**src/rtl/oam_dma.sv**
```systemverilog
// OAM DMA engine and CPU-bus gate in front of the MMU; owns register $FF46.
// Optional macro OAM_DMA_BUS_CONFLICT_EN: blocked reads return the last fetched DMA byte.
module oam_dma #(
    parameter int CYCLES_PER_BYTE = 4,
    parameter int STARTUP_CYCLES  = 4,
    parameter int OAM_BYTES       = 160
) (
    input  logic        clk,
    input  logic        reset,
    input  logic [15:0] cpu_addr,
    input  logic [7:0]  cpu_wdata,
    input  logic        cpu_read_en,
    input  logic        cpu_write_en,
    output logic [7:0]  cpu_rdata,
    output logic        cpu_wait,
    output logic [15:0] mem_addr,
    output logic [7:0]  mem_wdata,
    output logic        mem_read_en,
    output logic        mem_write_en,
    input  logic [7:0]  mem_rdata,
    output logic [7:0]  oam_addr,
    output logic [7:0]  oam_wdata,
    output logic        oam_we,
    output logic        dma_active
);

    // state | meaning
    // IDLE  | bus pass-through, only $FF46 intercepted
    // START | startup delay after a $FF46 write
    // XFER  | copying; one slot every CYCLES_PER_BYTE cycles at phase 0
    typedef enum logic [1:0] {IDLE, START, XFER} state_t;

    localparam int PW = (CYCLES_PER_BYTE > 1) ? $clog2(CYCLES_PER_BYTE) : 1;
    localparam int CW = $clog2(STARTUP_CYCLES + 1);
    localparam logic [15:0]   DMA_REG    = 16'hFF46;
    localparam logic [PW-1:0] PHASE_LAST = PW'(CYCLES_PER_BYTE - 1);
    localparam logic [7:0]    IDX_LAST   = 8'(OAM_BYTES - 1);
    localparam logic [CW-1:0] CNT_LOAD   = CW'(STARTUP_CYCLES - 1);

    state_t        state, state_nxt;
    logic [7:0]    src_reg, src_nxt;
    logic [7:0]    idx, idx_nxt;
    logic [PW-1:0] phase, phase_nxt;
    logic [CW-1:0] cnt, cnt_nxt;

    logic       wr, rd, is_reg, high, active, slot, reg_wr;
    logic [7:0] eff, blocked_byte;

    assign wr     = cpu_write_en;
    assign rd     = cpu_read_en & ~cpu_write_en;
    assign is_reg = (cpu_addr == DMA_REG);
    assign high   = (cpu_addr[15:8] == 8'hFF);
    assign active = (state != IDLE);
    assign slot   = (state == XFER) && (phase == '0);
    // A slot cycle stalls every high-page request, $FF46 included; the CPU retries.
    assign reg_wr = wr & is_reg & ~slot;
    assign eff    = (src_reg >= 8'hE0) ? (src_reg - 8'h20) : src_reg;

`ifdef OAM_DMA_BUS_CONFLICT_EN
    logic [7:0] conflict_byte;

    always_ff @(posedge clk) begin
        if (reset) begin
            conflict_byte <= 8'hFF;
        end else if (slot) begin
            conflict_byte <= mem_rdata;
        end
    end

    assign blocked_byte = conflict_byte;
`else
    assign blocked_byte = 8'hFF;
`endif

    always_ff @(posedge clk) begin
        if (reset) begin
            state   <= IDLE;
            src_reg <= 8'hFF;
            idx     <= '0;
            phase   <= '0;
            cnt     <= '0;
        end else begin
            state   <= state_nxt;
            src_reg <= src_nxt;
            idx     <= idx_nxt;
            phase   <= phase_nxt;
            cnt     <= cnt_nxt;
        end
    end

    always_comb begin
        state_nxt = state;
        src_nxt   = src_reg;
        idx_nxt   = idx;
        phase_nxt = phase;
        cnt_nxt   = cnt;
        if (reg_wr) begin
            src_nxt   = cpu_wdata;
            state_nxt = START;
            idx_nxt   = '0;
            phase_nxt = '0;
            cnt_nxt   = CNT_LOAD;
        end else begin
            case (state)
                START: begin
                    if (cnt == '0) begin
                        state_nxt = XFER;
                        idx_nxt   = '0;
                        phase_nxt = '0;
                    end else begin
                        cnt_nxt = cnt - 1'b1;
                    end
                end
                XFER: begin
                    if (phase == PHASE_LAST) begin
                        phase_nxt = '0;
                        if (idx == IDX_LAST) begin
                            state_nxt = IDLE;
                            idx_nxt   = '0;
                        end else begin
                            idx_nxt = idx + 8'd1;
                        end
                    end else begin
                        phase_nxt = phase + 1'b1;
                    end
                end
                default: ;
            endcase
        end
    end

    always_comb begin
        mem_addr     = cpu_addr;
        mem_wdata    = cpu_wdata;
        mem_read_en  = rd;
        mem_write_en = wr;
        cpu_rdata    = mem_rdata;
        cpu_wait     = 1'b0;
        oam_addr     = idx;
        oam_wdata    = mem_rdata;
        oam_we       = 1'b0;
        dma_active   = active;
        if (is_reg) begin
            mem_read_en  = 1'b0;
            mem_write_en = 1'b0;
            cpu_rdata    = src_reg;
        end
        if (reset) begin
            dma_active = 1'b0;
        end else if (slot) begin
            mem_addr     = {eff, idx};
            mem_read_en  = 1'b1;
            mem_write_en = 1'b0;
            oam_we       = 1'b1;
            if (high) begin
                cpu_wait = rd | wr;
            end else begin
                cpu_rdata = blocked_byte;
            end
        end else if (active && !high) begin
            mem_read_en  = 1'b0;
            mem_write_en = 1'b0;
            cpu_rdata    = blocked_byte;
        end
    end

endmodule

```
**config.mk**
```make
export PLATFORM = sky130hd
export DESIGN_NAME = oam_dma
export DESIGN_NICKNAME = d
export VERILOG_FILES = /design/src/rtl/oam_dma.sv
export SDC_FILE = /design/constraint.sdc
export NUM_CORES = 1
export LEC_CHECK = 0
export ABC_CLOCK_PERIOD_IN_PS = 3010
export CORE_ASPECT_RATIO = 0.9
export CORE_MARGIN = 1
export CORE_UTILIZATION = 60
export DETAILED_ROUTE_END_ITERATION = 8
export DONT_BUFFER_PORTS = 1
export GPL_ROUTABILITY_DRIVEN = 0
export PLACE_DENSITY = 0.76
export SLEW_MARGIN = 15
export SYNTH_ARGS = -nofsm -noshare
export SYNTH_HDL_FRONTEND = slang
export SYNTH_SLANG_ARGS = --single-unit
```
**constraint.sdc**
```tcl
create_clock -name clk -period 3.01 [get_ports clk]
set_input_delay 0.4515 -clock clk [delete_from_list [all_inputs] [get_ports clk]]
set_output_delay 0.4515 -clock clk [all_outputs]
set_load 0.1 [all_outputs]
```
* Yosys cells after proc, flatten, opt, wreduce, memory -nomap -nowiden *
Cells that the tools add are included.

word-level totals
  flip-flop bits (word level) = 23
  input port bits = 36
  output and inout port bits = 53
  word-level logic and storage cells = 85

cells by class
  $add $sub $neg = 4
  order comparisons = 1
  equal/unequal tests = 13
  multiplexer cells = 37
  bitwise gates (word level) = 7
  reduce and logical (&&, ||, !) cells = 16

operators with widths
  cell                                              number
  two-way mux 8 bit                                 9
  two-way mux 16 bit                                2
  equality test 16 bit, second input constant       1
  equality test 8 bit, second input constant        2
  two-way mux 2 bit                                 8
  case mux 8 bit (2 select lines)                   1
  two-way mux 1 bit                                 15
  adder 8 x 1 -> 8 bit, second input constant       1
  >= comparator 8 bit, second input constant        1
  case mux 2 bit (2 select lines)                   2
  AND reduction 4 bit                               2
  subtractor 8 x 6 -> 8 bit, second input constant  1
  != test 3 x 2 -> 1 bit, second input constant     2
  AND reduction 2 bit                               3
  nonzero test 2 bit                                3
  equality test 2 bit, second input constant        2
  != test 2 x 1 -> 1 bit, second input constant     2
  != test 2 bit, second input constant              2
  AND 1 bit                                         3
  logical NOT 3 bit                                 1
  != test 3 bit, second input constant              1
  inverter 1 bit                                    3
  AND reduction 3 bit                               1
  nonzero test 3 bit                                1
  other kinds (8)                                   9

* Depth between registers and ports, before layout *
Gate-level depths: netlist of run 1.

  depth after elaboration = 6
  depth in mapped cells = 8
  depth with buffers taken out = 7

* Worst setup path after synthesis of run 1 *
Ideal clock, no wire load.

  path type = flip-flop to output port
  start point = register state[0]
  end point = output cpu_wait
  arrival time = 3.377 ns
  path slack = -0.819 ns
  stages on the path, launching flop included = 8
  buffers on the path = 1
  cell sequence = dfxtp_1 inv_1 ha_1 clkbuf_1 nand3_1 clkinv_1 o21ai_0 nor3_1

between the ends
  word-level cells in the longest chain between the ends = 4

ends and longest elaborated chain
  what                      line  source
  start: declaration        40    state_t state, state_nxt;
  start signal: assignment  83    state <= state_nxt;
  equality test 2 bit       54    assign slot = (state == XFER) && (phase == '0);
  logical AND 1 bit         54
  two-way mux 1 bit         150   end else if (slot) begin
  two-way mux 1 bit         148   if (reset) begin
  end: declaration          15    output logic cpu_wait,

Every way passes these cells.

* Final worst setup path of run 1 *
Same ends and word-level chain as after synthesis.

==> flow_metrics.py, run 1 <==
metrics = {
    "yosys": {
        "async_flop_share_pct": 0,
        "synth_edf_count": 0,
        "synth_top_area_share_pct": 27.6,
        "synth_cells": 232,
        "yosysSeqAreaShare_pct": 27.6,
        "synth-seq-cells": 23,
        "avgSynthCellArea_sq_um": 7.19,
        "yosysMostFrequentCell": "nand2_1",
        "synth.distinct_cells": 35,
        "synthesis.nets": 277,
        "yosys_warnings": 0,
        "synth_largest_area_cell": "dfxtp_1",
        "synth_commonest_cells": "nand2_1 (54), dfxtp_1 (23), inv_1 (19)",
        "syn-cell-area_sq_um": 1670,
        "ys.flop_type": "dfxtp_1",
        "synth_area_leaders": "dfxtp_1 (28%), nand2_1 (12%), buf_4 (7.2%), ha_1 (6.7%), o21ai_0 (5.1%)",
    },
    "global_routing": {
        "grt_antenna_before_repair": 0,
        "grt_pass1_wl_um": 7650,
        "grt.total_usage_pct": 33.3,
        "grt_pass1_vias": 1681,
        "grt_max_degree": 22,
        "overflow": 0,
    },
    "timing": {
        "holdWs_ns": 0.184,
        "setup_viol": 0,
        "post-route-min-period_ns": 2.93,
        "finalSetupTns_ns": 0,
        "finalHoldViolCount": 0,
        "fmax_mhz": 341,
        "fin_skew_ns": 0.00223,
        "drv_slew": 0,
        "max-slew-margin-rel_pct": 28.0,
        "worst_pin_slew_ns": 1.08,
        "finalCritPeriodShare_pct": 97.5,
        "worst_slack_ns": 0.0762,
    },
    "critical_path": {
        "crit_start": "state[0]",
        "path_max_fanout": 11,
        "startpoint_type": "register",
        "worstPathRequired_ns": 2.56,
        "r2r_start": "cnt[0]",
        "arrival_ns": 2.48,
        "worstSetupPathType": "register to primary output",
        "end_kind": "primary output",
    },
    "place": {
        "hpwl_um": 3850,
        "placed_cell_area_sq_um": 2190,
        "portBuffers": 0,
        "dp_slack_ns": 0.285,
        "dp.cells": 274,
    },
    "final_layout": {
        "nets": 298,
        "final_area_sq_um": 2250,
        "area_delta_synth_final_pct": 34.6,
        "layout-drive-gt1-share_pct": 27.4,
        "antennaDiodeCount": 0,
        "num-fill-cells": 139,
        "final_cells": 280,
    },
    "floorplan": {
        "dieArea_sq_um": 3000,
        "start_util_pct": 65.4,
        "core_area_sq_um": 2550,
        "die_y_um": 52.0,
        "die_x_um": 57.6,
        "ios": 89,
        "rows": 17,
    },
    "clocking": {
        "insertion_delay_ns": 0.31,
        "root_buffer": "clkbuf_4",
        "cts_tree": "done",
        "htree_levels": 1,
        "ctsHoldBuffers": 0,
        "cts_buffers": 3,
        "cts.clk_slew.worst_paths_ns": 0.12,
        "cts.path.max_buffers": 2,
        "cts_sinks": 23,
    },
    "routing": {
        "finalWirelength_um": 5030,
        "vias_per_cell": 6.50,
        "dr.pass1.iters": 7,
        "drt_iter0_drc": 190,
        "vias": 1821,
        "wl_per_cell_um": 18.0,
        "drc": 9,
        "postRouteAntennaNets": 0,
    },
    "outcome": {
        "outcome": "complete, but fails checks",
        "violations": "DRC",
    },
    "power_and_ir_drop": {
        "ir_drop_mv": 0.342,
        "cellPowerDensity_nw_per_um2": 466,
        "leakage_nw": 0.987,
    },
    "flow_run": {
        "cap_viol_max_count": 0,
    },
    "min_path": {
        "hold_path_class": "input port to register",
        "hp-start": "reset",
    },
}
logic make-up (layout without fill, tap and decap cells):
family,Yosys count,after routing,synth area share [%]
XOR/XNOR,4,4,2.10
AND/OR/NAND/NOR,99,99,27.3
flip-flops,23,23,27.6
AO/OA/AOI/OAI,52,52,21.1
adder cells (fa/ha/maj),9,9,6.75
buffers and inverters,45,65,15.2
worst paths after layout:
| kind | endpoint | cells after the start | slack, ns |
|---|---|---|---|
| min | state[0] | 1 | 0.18 |
| max | cpu_wait | 7 | 0.08 |
| max reg2reg | oam_addr[6] | 7 | 0.84 |
| min reg2reg | cnt[2] | 2 | 0.52 |
metal layers:
layer,routed length [um],vias to the layer above,global-route usage [%]
met5,0,-,0
met4,95,0,15.4
met3,467,16,5.47
met2,2560,132,59.9
met1,1900,850,38.5
li1,-,823,-
where the power goes:
group | switching (mW) | internal (mW)
registers | 0.00588 | 0.310
clock network | 0.0919 | 0.0518
logic | 0.404 | 0.184
worst max-delay path: stages, from the launching register on:
cell	delay (ns)
dfxtp_1	0.35
inv_1	0.09
ha_1	0.38
nand3_1	0.38
clkinvlp_4	0.26
o21ai_0	0.22
nor3_4	0.25
buf_12	0.21
through the flow:
step                      total power [mW]  utilization [%]
after global placement               0.890             85.7
after detailed placement             0.902             85.7
after global routing                  1.08             88.0
after CTS                             1.04             86.8
after floorplan                      0.808                -
final                                 1.05             88.0
placed cells by master, fill, tap and decap left out, types with 6 or more instances in the layout:
cell type / count
o22a_2: 8
nand2_2: 9
buf_4: 15
nand4_1: 6
a21oi_1: 11
nor2_1: 12
dfxtp_1: 23
o21ai_0: 16
ha_1: 9
nand3_1: 9
buf_12: 26
inv_1: 19
o211ai_1: 8
nand2_1: 45
cell type report:
| type | instances | area, sq um | share of cell area [%] |
|---|---|---|---|
| clock buffer | 4 | 26.3 | 1.17 |
| inverter | 20 | 78.8 | 3.51 |
| multi-input combinational | 164 | 1010 | 45.1 |
| sequential | 23 | 460 | 20.5 |
| tap | 28 | 35.0 | 1.56 |
| timing repair buffer | 41 | 633 | 28.2 |
repair_timing:
action                     in CTS  in global routing
setup endpoints to repair       0                 18
resized for setup               0                  1
setup buffers                   0                  2
(Power assumes the default switching activity.)
==> inputs of run 2 (changes only) <==
CTS_BUF_LIST = sky130_fd_sc_hd__clkbuf_4 sky130_fd_sc_hd__clkbuf_8   (was not set)
==> run 2 against run 1 <==
- the run still ends with DRC left
- fmax is 5.1% higher
- die area unchanged
- register-to-register slack better by 0.05 ns
- wire length shrank 2.1%
- total power up 0.54%
- clock power is 6% higher
- cell area down 0.95%
- flip-flop and latch count unchanged
- clock-buffer cell count did not move
- utilization decreased by 0.83 points
- sequential share of layout area rose by 0.20 points
- combinational power hardly changed
- largest cell class unchanged
==> flow_metrics.py, run 2 (same netlist as run 1, synthesis figures left out) <==
metrics = {
    "clocking": {
        "cts.path.max_buffers": 2,
        "root_buffer": "clkbuf_4",
        "cts_sinks": 23,
        "cts_tree": "done",
        "ctsHoldBuffers": 0,
        "htree_levels": 1,
        "cts_buffers": 3,
        "cts.clk_slew.worst_paths_ns": 0.12,
        "insertion_delay_ns": 0.31,
    },
    "routing": {
        "drc": 11,
        "dr.pass1.iters": 7,
        "finalWirelength_um": 4920,
        "wl_per_cell_um": 17.7,
        "postRouteAntennaNets": 0,
        "drt_iter0_drc": 157,
        "vias_per_cell": 6.58,
        "vias": 1828,
    },
    "floorplan": {
        "die_y_um": 52.0,
        "dieArea_sq_um": 3000,
        "rows": 17,
        "start_util_pct": 65.4,
        "die_x_um": 57.6,
        "ios": 89,
        "core_area_sq_um": 2550,
    },
    "timing": {
        "finalHoldViolCount": 0,
        "holdWs_ns": 0.187,
        "max-slew-margin-rel_pct": 28.1,
        "worst_pin_slew_ns": 1.08,
        "drv_slew": 0,
        "setup_viol": 0,
        "finalCritPeriodShare_pct": 92.7,
        "fmax_mhz": 358,
        "fin_skew_ns": 0.00113,
        "rsz0062_at_grt": "no",
        "post-route-min-period_ns": 2.79,
        "finalSetupTns_ns": 0,
    },
    "critical_path": {
        "rr_worst_depth": 7,
        "arrival_ns": 2.34,
        "worstPathRequired_ns": 2.56,
        "startpoint_type": "register",
        "reg2reg_to": "oam_addr[6]",
        "cp_cell_sequence": "inv_1 > ha_1 > nand3_2 > clkinv_2 > o21ai_0 > nor3_4 > buf_12",
        "worstSetupPathType": "register to primary output",
        "r2r_start": "cnt[0]",
        "cp.buffers_inverters": 3,
        "slowest_stage": "ha_1",
        "r2r_slack_ns": 0.89,
        "end_kind": "primary output",
        "path_max_fanout": 18,
        "critPathTopFamily": "buffers and inverters",
        "crit_path_max_incr_delay_ns": 0.41,
    },
    "final_layout": {
        "multi_input_area_sq_um": 1020,
        "layout-drive-gt1-share_pct": 27.6,
        "final_cell_mix": "nand2_1 (45), buf_12 (25), dfxtp_1 (23)",
        "num-fill-cells": 148,
        "area_delta_synth_final_pct": 33.3,
        "seq_area_sq_um": 460,
        "final_common_cell": "nand2_1",
        "nets": 296,
        "antennaDiodeCount": 0,
    },
    "power_and_ir_drop": {
        "leakage_nw": 0.984,
        "cellPowerDensity_nw_per_um2": 473,
        "ir_drop_mv": 0.347,
    },
    "min_path": {
        "hp-start": "reset",
        "hold_depth": 1,
        "hold_end": "state[0]",
        "hold_path_class": "input port to register",
    },
    "global_routing": {
        "grt.total_usage_pct": 33.9,
        "overflow": 0,
        "grt_pass1_vias": 1714,
        "grt_antenna_before_repair": 0,
        "grt_max_degree": 22,
        "grt_pass1_wl_um": 7760,
    },
    "flow_run": {
        "cap_viol_max_count": 0,
    },
    "place": {
        "portBuffers": 0,
        "hpwl_um": 3850,
    },
    "outcome": {
        "violations": "DRC",
        "outcome": "complete, but fails checks",
    },
}
[run 2: cell types whose count changed in the layout (fill, tap and decap cells not counted), sizes merged]
| cell | before | now |
|---|---|---|
| clkinvlp | 1 | 0 |
| clkinv | 0 | 1 |
| buf | 41 | 39 |
[run 2: repair_timing]
action | CTS | global route
buffers inserted | 0 | 0
pin swaps | 0 | 0
resized for setup | 1 | 1
endpoints found under the setup margin | 1 | 1
[run 2: cell type report]
class | instances | share of cell area, %
clock buffer | 4 | 1.35
multi-input combinational | 164 | 45.7
inverter | 20 | 3.43
timing repair buffer | 39 | 27.2
sequential | 23 | 20.7
tap | 28 | 1.57
[run 2: how the worst max path moves through the flow]
stage	cells after the start	end	from	slack, ns
final	7	cpu_wait	state[0]	0.22
after global placement	5	cpu_rdata[1]	cpu_addr[5]	0.33
after global routing	7	cpu_wait	state[0]	0.05
after floorplan	7	cpu_wait	state[0]	0.02
after CTS	7	cpu_wait	state[0]	0.11
after detailed placement	5	cpu_rdata[6]	cpu_addr[5]	0.29
[run 2: routing by layer]
metal,track usage (%),up-vias,wire [um]
li1,-,815,-
met1,37.8,853,1790
met2,61.2,135,2490
met3,5.97,25,475
met4,18.3,0,165
met5,0,-,0
[run 2: power breakdown]
| part | total, mW | internal [mW] | switching (mW) |
|---|---|---|---|
| Combinational | 0.585 | 0.180 | 0.405 |
| Sequential | 0.315 | 0.310 | 0.00566 |
| Clock | 0.152 | 0.0608 | 0.0914 |
| Total | 1.05 | 0.551 | 0.502 |
[run 2: through the flow]
| stage | area, sq um | instances | setup WS, ns | util (%) | power [mW] |
|---|---|---|---|---|---|
| final | 2220 | 278 | 0.219 | 87.2 | 1.05 |
| after global routing | 2220 | 278 | 0.0490 | 87.2 | 1.08 |
| after CTS | 2220 | 278 | 0.111 | 87.0 | 1.05 |
| after detailed placement | 2190 | 274 | 0.285 | 85.7 | 0.902 |
| after global placement | 2190 | 274 | 0.328 | 85.7 | 0.890 |
| after floorplan | 1720 | 232 | 0.0239 | - | 0.808 |
==> inputs of run 3 (changes only) <==
CTS_BUF_LIST = sky130_fd_sc_hd__clkbuf_16   (was sky130_fd_sc_hd__clkbuf_4 sky130_fd_sc_hd__clkbuf_8)
==> run 3 against run 2 <==
- the run still ends with DRC left
- combinational power rose by 2%
- cell area increased by 3.3%
- clock skew rose by 0.0055 ns
- wire length increased by 15%
- clock-buffer cell count decreased by 1
- global-route usage is 3.6 points higher
- highest routed layer unchanged
==> flow_metrics.py, run 3 (same netlist as run 1, synthesis figures left out) <==
metrics = {
    "global_routing": {
        "grt_pass1_vias": 1693,
        "grt.total_usage_pct": 37.5,
        "grt_antenna_before_repair": 0,
        "grtUsageMet2_pct": 66.3,
        "grtUsageMet1_pct": 45.5,
        "grt_pass1_wl_um": 8400,
        "overflow": 0,
        "grt-busiest-layer": "met2",
        "gr-usage-met3_pct": 6.72,
        "grt_max_degree": 22,
    },
    "place": {
        "dp.cells": 274,
        "portBuffers": 0,
        "hpwl_um": 3850,
    },
    "power_and_ir_drop": {
        "leakage_nw": 1.01,
        "cell_internal_pwr_uw": 671,
        "combPwrFrac_pct": 49.5,
        "p_sw_share_pct": 44.2,
        "cellPowerDensity_nw_per_um2": 523,
        "clkPwrFrac_pct": 24.3,
        "ir_drop_mv": 0.358,
        "seq_power_share_pct": 26.3,
        "switchingPower_uw": 532,
        "power_mw": 1.20,
    },
    "floorplan": {
        "dieArea_sq_um": 3000,
        "start_util_pct": 65.4,
        "ios": 89,
        "die_x_um": 57.6,
        "core_area_sq_um": 2550,
        "die_y_um": 52.0,
        "rows": 17,
    },
    "clocking": {
        "htree_levels": 1,
        "cts_buffers": 3,
        "insertion_delay_ns": 0.26,
        "root_buffer": "clkbuf_16",
        "cts.path.max_buffers": 2,
        "cts_sinks": 23,
        "cts_tree": "done",
        "cts.clk_slew.worst_paths_ns": 0.06,
    },
    "critical_path": {
        "worstSetupPathType": "register to primary output",
        "end_kind": "primary output",
        "r2r_start": "cnt[0]",
        "startpoint_type": "register",
        "reg2reg_to": "oam_addr[6]",
        "critical_path_depth": 5,
        "crit_path_max_incr_delay_ns": 0.84,
        "worstPathRequired_ns": 2.56,
        "rr_worst_depth": 7,
        "cp.buffers_inverters": 1,
        "cp-endpoint": "mem_write_en",
        "path_max_fanout": 11,
        "crit_start": "state[0]",
        "critPathTopFamily": "simple AND/OR/NAND/NOR gates",
        "slowest_stage": "nor2_2",
        "r2r_slack_ns": 0.81,
        "cp_cell_sequence": "inv_1 > ha_1 > nand3_1 > nand2_1 > nor2_2",
        "arrival_ns": 2.41,
    },
    "final_layout": {
        "final_cells": 280,
        "area_delta_synth_final_pct": 37.7,
        "final_cell_mix": "nand2_1 (45), buf_12 (26), dfxtp_1 (23)",
        "nets": 298,
        "utilization_pct": 90.0,
        "antennaDiodeCount": 0,
        "final_common_cell": "nand2_1",
        "num-fill-cells": 122,
        "layout-drive-gt1-share_pct": 27.4,
    },
    "routing": {
        "drc": 10,
        "vias_per_cell": 6.86,
        "finalWirelength_um": 5650,
        "drt_iter0_drc": 260,
        "dr.pass1.iters": 9,
        "postRouteAntennaNets": 0,
        "wl_per_cell_um": 20.2,
        "vias": 1920,
    },
    "outcome": {
        "violations": "DRC",
        "outcome": "complete, but fails checks",
    },
    "timing": {
        "finalSetupTns_ns": 0,
        "fin_skew_ns": 0.00665,
        "post-route-min-period_ns": 2.86,
        "fmax_mhz": 350,
        "finalCritPeriodShare_pct": 95.1,
        "drv_slew": 0,
        "max-slew-margin-rel_pct": 27.6,
        "finalHoldViolCount": 0,
        "setup_viol": 0,
        "rsz0062_at_grt": "no",
        "worst_pin_slew_ns": 1.08,
    },
    "flow_run": {
        "cap_viol_max_count": 0,
    },
    "min_path": {
        "hp-start": "reset",
        "hold_path_class": "input port to register",
        "hold_depth": 1,
    },
}
[run 3: changes by cell type in the layout (fill, tap and decap cells not counted)]
| cell | previous run | this run |
|---|---|---|
| buf_4 | 14 | 15 |
| buf_12 | 25 | 26 |
| inv_1 | 19 | 20 |
| clkinv_2 | 1 | 0 |
| clkbuf_4 | 4 | 0 |
| clkinvlp_4 | 0 | 1 |
| nand3_2 | 1 | 0 |
| clkbuf_16 | 0 | 3 |
| nand3_1 | 8 | 9 |
[run 3: power groups by stage]
stage / sequential (mW) / combinational (mW) / clock, mW
2_1_floorplan: 0.332 / 0.476 / 0
3_3_place_gp: 0.321 / 0.569 / 0
3_5_place_dp: 0.322 / 0.580 / 0
4_1_cts: 0.315 / 0.585 / 0.279
5_1_grt: 0.316 / 0.610 / 0.305
6_report: 0.316 / 0.595 / 0.292
[run 3: timing repair]
action | 4_1_cts | 5_1_grt
hold buffers | 0 | 0
gates resized for setup | 0 | 1
buffers inserted | 0 | 2
endpoints found under the setup margin | 0 | 11
[run 3: layout make-up]
cell class	count	area (sq um)	area share [%]
Clock buffer	3	75.1	3.27
Clock inverter	1	3.75	0.163
Inverter	20	78.8	3.43
Multi-Input combinational cell	164	1010	44.0
Sequential cell	23	460	20.0
Tap cell	28	35.0	1.52
Timing Repair Buffer	41	633	27.5
[run 3: worst min path at each step]
stage / endpoint / slack (ns)
floorplan: cnt[2] / 0.45
global placement: cnt[2] / 0.47
detailed placement: cnt[2] / 0.50
CTS: state[0] / 0.26
global route: cnt[0] / 0.25
finish: state[0] / 0.25
[run 3: metal layers]
metal	vias up	part of all wire [%]	wire, um
met5	-	0	0
met4	0	5.0	285
met3	46	10	577
met2	165	49	2760
met1	888	36	2020
li1	821	-	-
[run 3: through the flow]
step	cell area, sq um	hold WS [ns]	setup WS, ns
after floorplan	1720	0.454	0.0239
after global placement	2190	0.467	0.328
after detailed placement	2190	0.496	0.285
after CTS	2270	0.260	0.0903
after global routing	2300	0.250	0.102
final	2300	0.247	0.149
==> variant 1: new RTL, config.mk and constraints of run 3 <==
The 3 states of `state_t` get a one-hot encoding in 3 bits.
--- a/src/rtl/oam_dma.sv
+++ b/src/rtl/oam_dma.sv
@@ -28,7 +28,7 @@
     // IDLE  | bus pass-through, only $FF46 intercepted
     // START | startup delay after a $FF46 write
     // XFER  | copying; one slot every CYCLES_PER_BYTE cycles at phase 0
-    typedef enum logic [1:0] {IDLE, START, XFER} state_t;
+    typedef enum logic [2:0] {IDLE = 3'b001, START = 3'b010, XFER = 3'b100} state_t;
 
     localparam int PW = (CYCLES_PER_BYTE > 1) ? $clog2(CYCLES_PER_BYTE) : 1;
     localparam int CW = $clog2(STARTUP_CYCLES + 1);
Check against the original RTL: same outputs for any inputs over 10 cycles, from zero or initial values and one cycle with reset high; not proved beyond that.
==> variant 1 against run 3 <==
  * Global-route usage is 2.1 points lower
  * Synthesized area is 7.5% higher
  * Worst setup slack better by 0.091 ns
  * Clock skew is 0.0026 ns lower
  * Sequential cell count is 1 higher
  * Design area is 0.65% higher
  * Routed wire length is 4.2% lower
  * Maximum frequency is 3.3% higher
  * Via count hardly changed
Power is not compared: it rests on default switching activity, and its combinational part moved more than twofold at a synthesized area within 25%.
==> variant 1: results (changes against run 3) <==
\begin{tabular}{lr}
\hline
Metric & Value \\
\hline
\multicolumn{2}{l}{\textbf{Outcome}} \\
\quad Outcome & finished, final reports clean (was complete, but fails checks) \\
\multicolumn{2}{l}{\textbf{Finish}} \\
\quad Number of signal-net buffers in the layout & 43 (was 41) \\
\quad Clock buffers and inverters, area share & 4.54\% (was 3.43\%) \\
\quad Fraction of final layout cells with drive strength greater than 1 & 23.9\% (was 27.4\%) \\
\quad Multi-Input Combinational & 185 (was 164) \\
\quad Count of fill cells added during filler insertion & 191 (was 122) \\
\quad Final nets & 311 (was 298) \\
\quad FF/Latch Area & 480 um\^{}2 (was 460 um\^{}2) \\
\quad Inverters & 12 (was 20) \\
\multicolumn{2}{l}{\textbf{Detailed routing}} \\
\quad Number of vias per cell & 6.23 (was 6.86) \\
\quad First-pass iteration count of the detailed router & 4 (was 9) \\
\quad Final wirelength & 5410 um (was 5650 um) \\
\multicolumn{2}{l}{\textbf{Logic synthesis}} \\
\quad Xor and xnor fraction of the mapped netlist area & 2.44\% (was 2.10\%) \\
\quad Multiplexer share of the synthesized area & 0.558\% (was 0\%) \\
\quad Sequential share of the synthesized area & 26.8\% (was 27.6\%) \\
\quad Synthesized-area fraction occupied by adder cells & 4.18\% (was 6.75\%) \\
\quad Cell variety after synth & 45 (was 35) \\
\quad Synth top cells by count & sky130\_fd\_sc\_hd\_\_nand2\_1 (64), sky130\_fd\_sc\_hd\_\_nand3\_1 (29), sky130\_fd\_sc\_hd\_\_dfxtp\_1 (24), sky130\_fd\_sc\_hd\_\_buf\_4 (17) (was sky130\_fd\_sc\_hd\_\_nand2\_1 (54), sky130\_fd\_sc\_hd\_\_dfxtp\_1 (23), sky130\_fd\_sc\_hd\_\_inv\_1 (19), sky130\_fd\_sc\_hd\_\_o21ai\_0 (17), sky130\_fd\_sc\_hd\_\_buf\_4 (16)) \\
\quad Synthesized-area fraction occupied by ao, oa, aoi and oai cells & 16.2\% (was 21.1\%) \\
\multicolumn{2}{l}{\textbf{Floorplan}} \\
\quad Die W & 59.6 um (was 57.6 um) \\
\multicolumn{2}{l}{\textbf{Global routing}} \\
\quad Vias in the first global route & 1,796 (was 1,693) \\
\quad Global-route wire length before repair & 8330 um (was 8400 um) \\
\quad Overall fraction of global-route tracks in use & 35.3\% (was 37.5\%) \\
\multicolumn{2}{l}{\textbf{Worst setup path}} \\
\quad Biggest cell delay along the critical path & 0.50 ns (was 0.84 ns) \\
\quad Crit path DAT & 2.32 ns (was 2.41 ns) \\
\quad CP max FO & 16 (was 11) \\
\multicolumn{2}{l}{\textbf{STA}} \\
\quad Headroom to the max-slew limit & 25.8\% (was 27.6\%) \\
\quad Final clock skew & 0.00410 ns (was 0.00665 ns) \\
\multicolumn{2}{l}{\textbf{Place}} \\
\quad Pre-CTS setup slack & 0.391 ns (was 0.285 ns) \\
\multicolumn{2}{l}{\textbf{Clock tree}} \\
\quad Count of clock tree sinks & 24 (was 23) \\
\hline
\end{tabular}
## variant 1: layer usage
| metal | routed length, um | GRT usage (%) |
|---|---|---|
| met5 | 0 | 0 |
| met4 | 197 | 21.3 |
| met3 | 420 | 7.45 |
| met2 | 2720 | 59.6 |
| met1 | 2070 | 41.3 |
## variant 1: stage by stage
stage	total power [mW]	util [%]	instances	cell area [um^2]
2_1_floorplan	0.593	-	246	1830
3_5_place_dp	0.562	78.8	304	2200
4_1_cts	0.940	82.5	308	2300
5_1_grt	0.964	82.8	308	2310
6_report	0.943	82.8	308	2310
3_3_place_gp	0.560	78.8	304	2200
## variant 1: power groups by stage
stage                     clock network (mW)  registers [mW]  logic [mW]
after global placement                     0           0.325       0.236
after CTS                              0.383           0.317       0.240
after global routing                   0.400           0.317       0.247
final                                  0.386           0.317       0.240
after detailed placement                   0           0.325       0.238
after floorplan                            0           0.325       0.268
## variant 1: logic make-up after synthesis
logic type	Yosys count
AND/OR/NAND/NOR	134
XOR/XNOR	5
adder cells (fa/ha/maj)	6
AO/OA/AOI/OAI	39
multiplexers	1
flip-flops	24
buffers and inverters	37
## variant 1: path summary, 6_finish.rpt
| path | start | endpoint | slack, ns | depth (start not counted) |
|---|---|---|---|---|
| hold / removal | reset | cnt[1]$_SDFFE_PP0P_ | 0.25 | 1 |
| setup / recovery | state[2]$_SDFFE_PP0P_ | mem_addr[7] | 0.24 | 6 |
| setup reg to reg | cnt[0]$_SDFFE_PP0P_ | oam_addr[7]$_SDFFE_PP0P_ | 1.04 | 7 |
| hold reg to reg | cnt[2]$_SDFFE_PP0P_ | cnt[2]$_SDFFE_PP0P_ | 0.51 | 2 |
## variant 1: what timing repair did
action | in CTS | in global routing
endpoints found under the hold margin | 0 | 0
endpoints found under the setup margin | 0 | 16
gates resized for setup | 0 | 2
==> variant 2: new RTL, flow settings as in run 3 <==
Made on the original files. Add a define of `OAM_DMA_BUS_CONFLICT_EN`.
--- a/src/rtl/oam_dma.sv
+++ b/src/rtl/oam_dma.sv
@@ -1,5 +1,7 @@
 // OAM DMA engine and CPU-bus gate in front of the MMU; owns register $FF46.
 // Optional macro OAM_DMA_BUS_CONFLICT_EN: blocked reads return the last fetched DMA byte.
+`define OAM_DMA_BUS_CONFLICT_EN
+
 module oam_dma #(
     parameter int CYCLES_PER_BYTE = 4,
     parameter int STARTUP_CYCLES  = 4,
Behaviour: not the same (a bounded check fails within 10 cycles, from zero or initial values and one cycle with reset high).
==> variant 2 against run 3 <==
  * Worst setup slack improved by 0.031 ns
  * Synthesized area increased by 25%
  * First-iteration DRC count decreased by 29%
  * Routed wire length increased by 26%
  * Sequential cell count increased by 8
  * Design area increased by 23%
  * Sequential share of layout area increased by 1.8 points
  * Highest routed layer unchanged
Power is not compared: it rests on default switching activity, and its combinational part moved more than twofold at a synthesized area within 25%.
==> variant 2: results (changes against run 3) <==
\begin{tabular}{lr}
\hline
Metric & Value \\
\hline
\multicolumn{2}{l}{\textbf{Outcome}} \\
\quad Outcome & finished, final reports clean (was complete, but fails checks) \\
\multicolumn{2}{l}{\textbf{Worst setup path}} \\
\quad CP max FO & 17 (was 11) \\
\quad Library cell contributing the largest single delay on the critical path & sky130\_fd\_sc\_hd\_\_buf\_4 (was sky130\_fd\_sc\_hd\_\_nor2\_2) \\
\multicolumn{2}{l}{\textbf{Logic synthesis}} \\
\quad Synth top cells by count & sky130\_fd\_sc\_hd\_\_nand2\_1 (74), sky130\_fd\_sc\_hd\_\_nand3\_1 (39), sky130\_fd\_sc\_hd\_\_dfxtp\_1 (31), sky130\_fd\_sc\_hd\_\_buf\_4 (17), sky130\_fd\_sc\_hd\_\_nor2\_1 (17) (was sky130\_fd\_sc\_hd\_\_nand2\_1 (54), sky130\_fd\_sc\_hd\_\_dfxtp\_1 (23), sky130\_fd\_sc\_hd\_\_inv\_1 (19), sky130\_fd\_sc\_hd\_\_o21ai\_0 (17), sky130\_fd\_sc\_hd\_\_buf\_4 (16)) \\
\quad Cell variety after synth & 41 (was 35) \\
\multicolumn{2}{l}{\textbf{Detailed routing}} \\
\quad First-pass iteration count of the detailed router & 6 (was 9) \\
\quad Violation count after the first detailed-routing iteration & 184 (was 260) \\
\quad Number of vias per cell & 6.70 (was 6.86) \\
\multicolumn{2}{l}{\textbf{Place}} \\
\quad Total placed cells including tap cells & 349 (was 274) \\
\quad Hpwl dp & 4760 um (was 3850 um) \\
\multicolumn{2}{l}{\textbf{Min path}} \\
\quad WHS Endpoint & cnt[1]\$\_SDFFE\_PP0P\_ (was state[0]\$\_SDFFE\_PP0P\_) \\
\multicolumn{2}{l}{\textbf{Clock tree}} \\
\quad Clock insertion delay at the later pin of the skew report & 0.28 ns (was 0.26 ns) \\
\quad H-Tree Depth & 2 (was 1) \\
\multicolumn{2}{l}{\textbf{STA}} \\
\quad Worst hold-check slack & 0.239 ns (was 0.247 ns) \\
\quad Final clock skew & 0.00674 ns (was 0.00665 ns) \\
\quad Max Clk Rate & 353 MHz (was 350 MHz) \\
\multicolumn{2}{l}{\textbf{Finish}} \\
\quad Final nets & 359 (was 298) \\
\quad Fraction of final layout cells with drive strength greater than 1 & 21.9\% (was 27.4\%) \\
\multicolumn{2}{l}{\textbf{Global routing}} \\
\quad Pin count of the biggest net entering global routing & 20 (was 22) \\
\quad Global-route wire length before repair & 11,500 um (was 8400 um) \\
\hline
\end{tabular}
variant 2: area by class of cell:
type,instances,area [um^2]
multi-input cells,218,1330
inverters,13,48.8
clock inverters,3,11.3
repair buffers,45,651
clock buffers,5,125
flip-flops and latches,31,621
well taps,42,52.6
fillers,149,348
variant 2: layer usage:
| layer | vias to the layer above | track usage [%] | routed length [um] |
|---|---|---|---|
| met5 | - | 0 | 0 |
| met4 | 0 | 20.6 | 324 |
| met3 | 41 | 12.6 | 816 |
| met2 | 186 | 70.8 | 3450 |
| met1 | 1127 | 45.7 | 2510 |
| li1 | 1037 | - | - |
variant 2: cells by family (layout without fill, tap and decap cells):
logic type | Yosys count | after routing | synth area share (%)
AO/OA/AOI/OAI | 46 | 46 | 14.2
XOR/XNOR | 3 | 3 | 1.26
adder cells (fa/ha/maj) | 9 | 9 | 5.40
buffers and inverters | 44 | 66 | 13.6
flip-flops | 31 | 31 | 29.8
AND/OR/NAND/NOR | 160 | 160 | 35.8
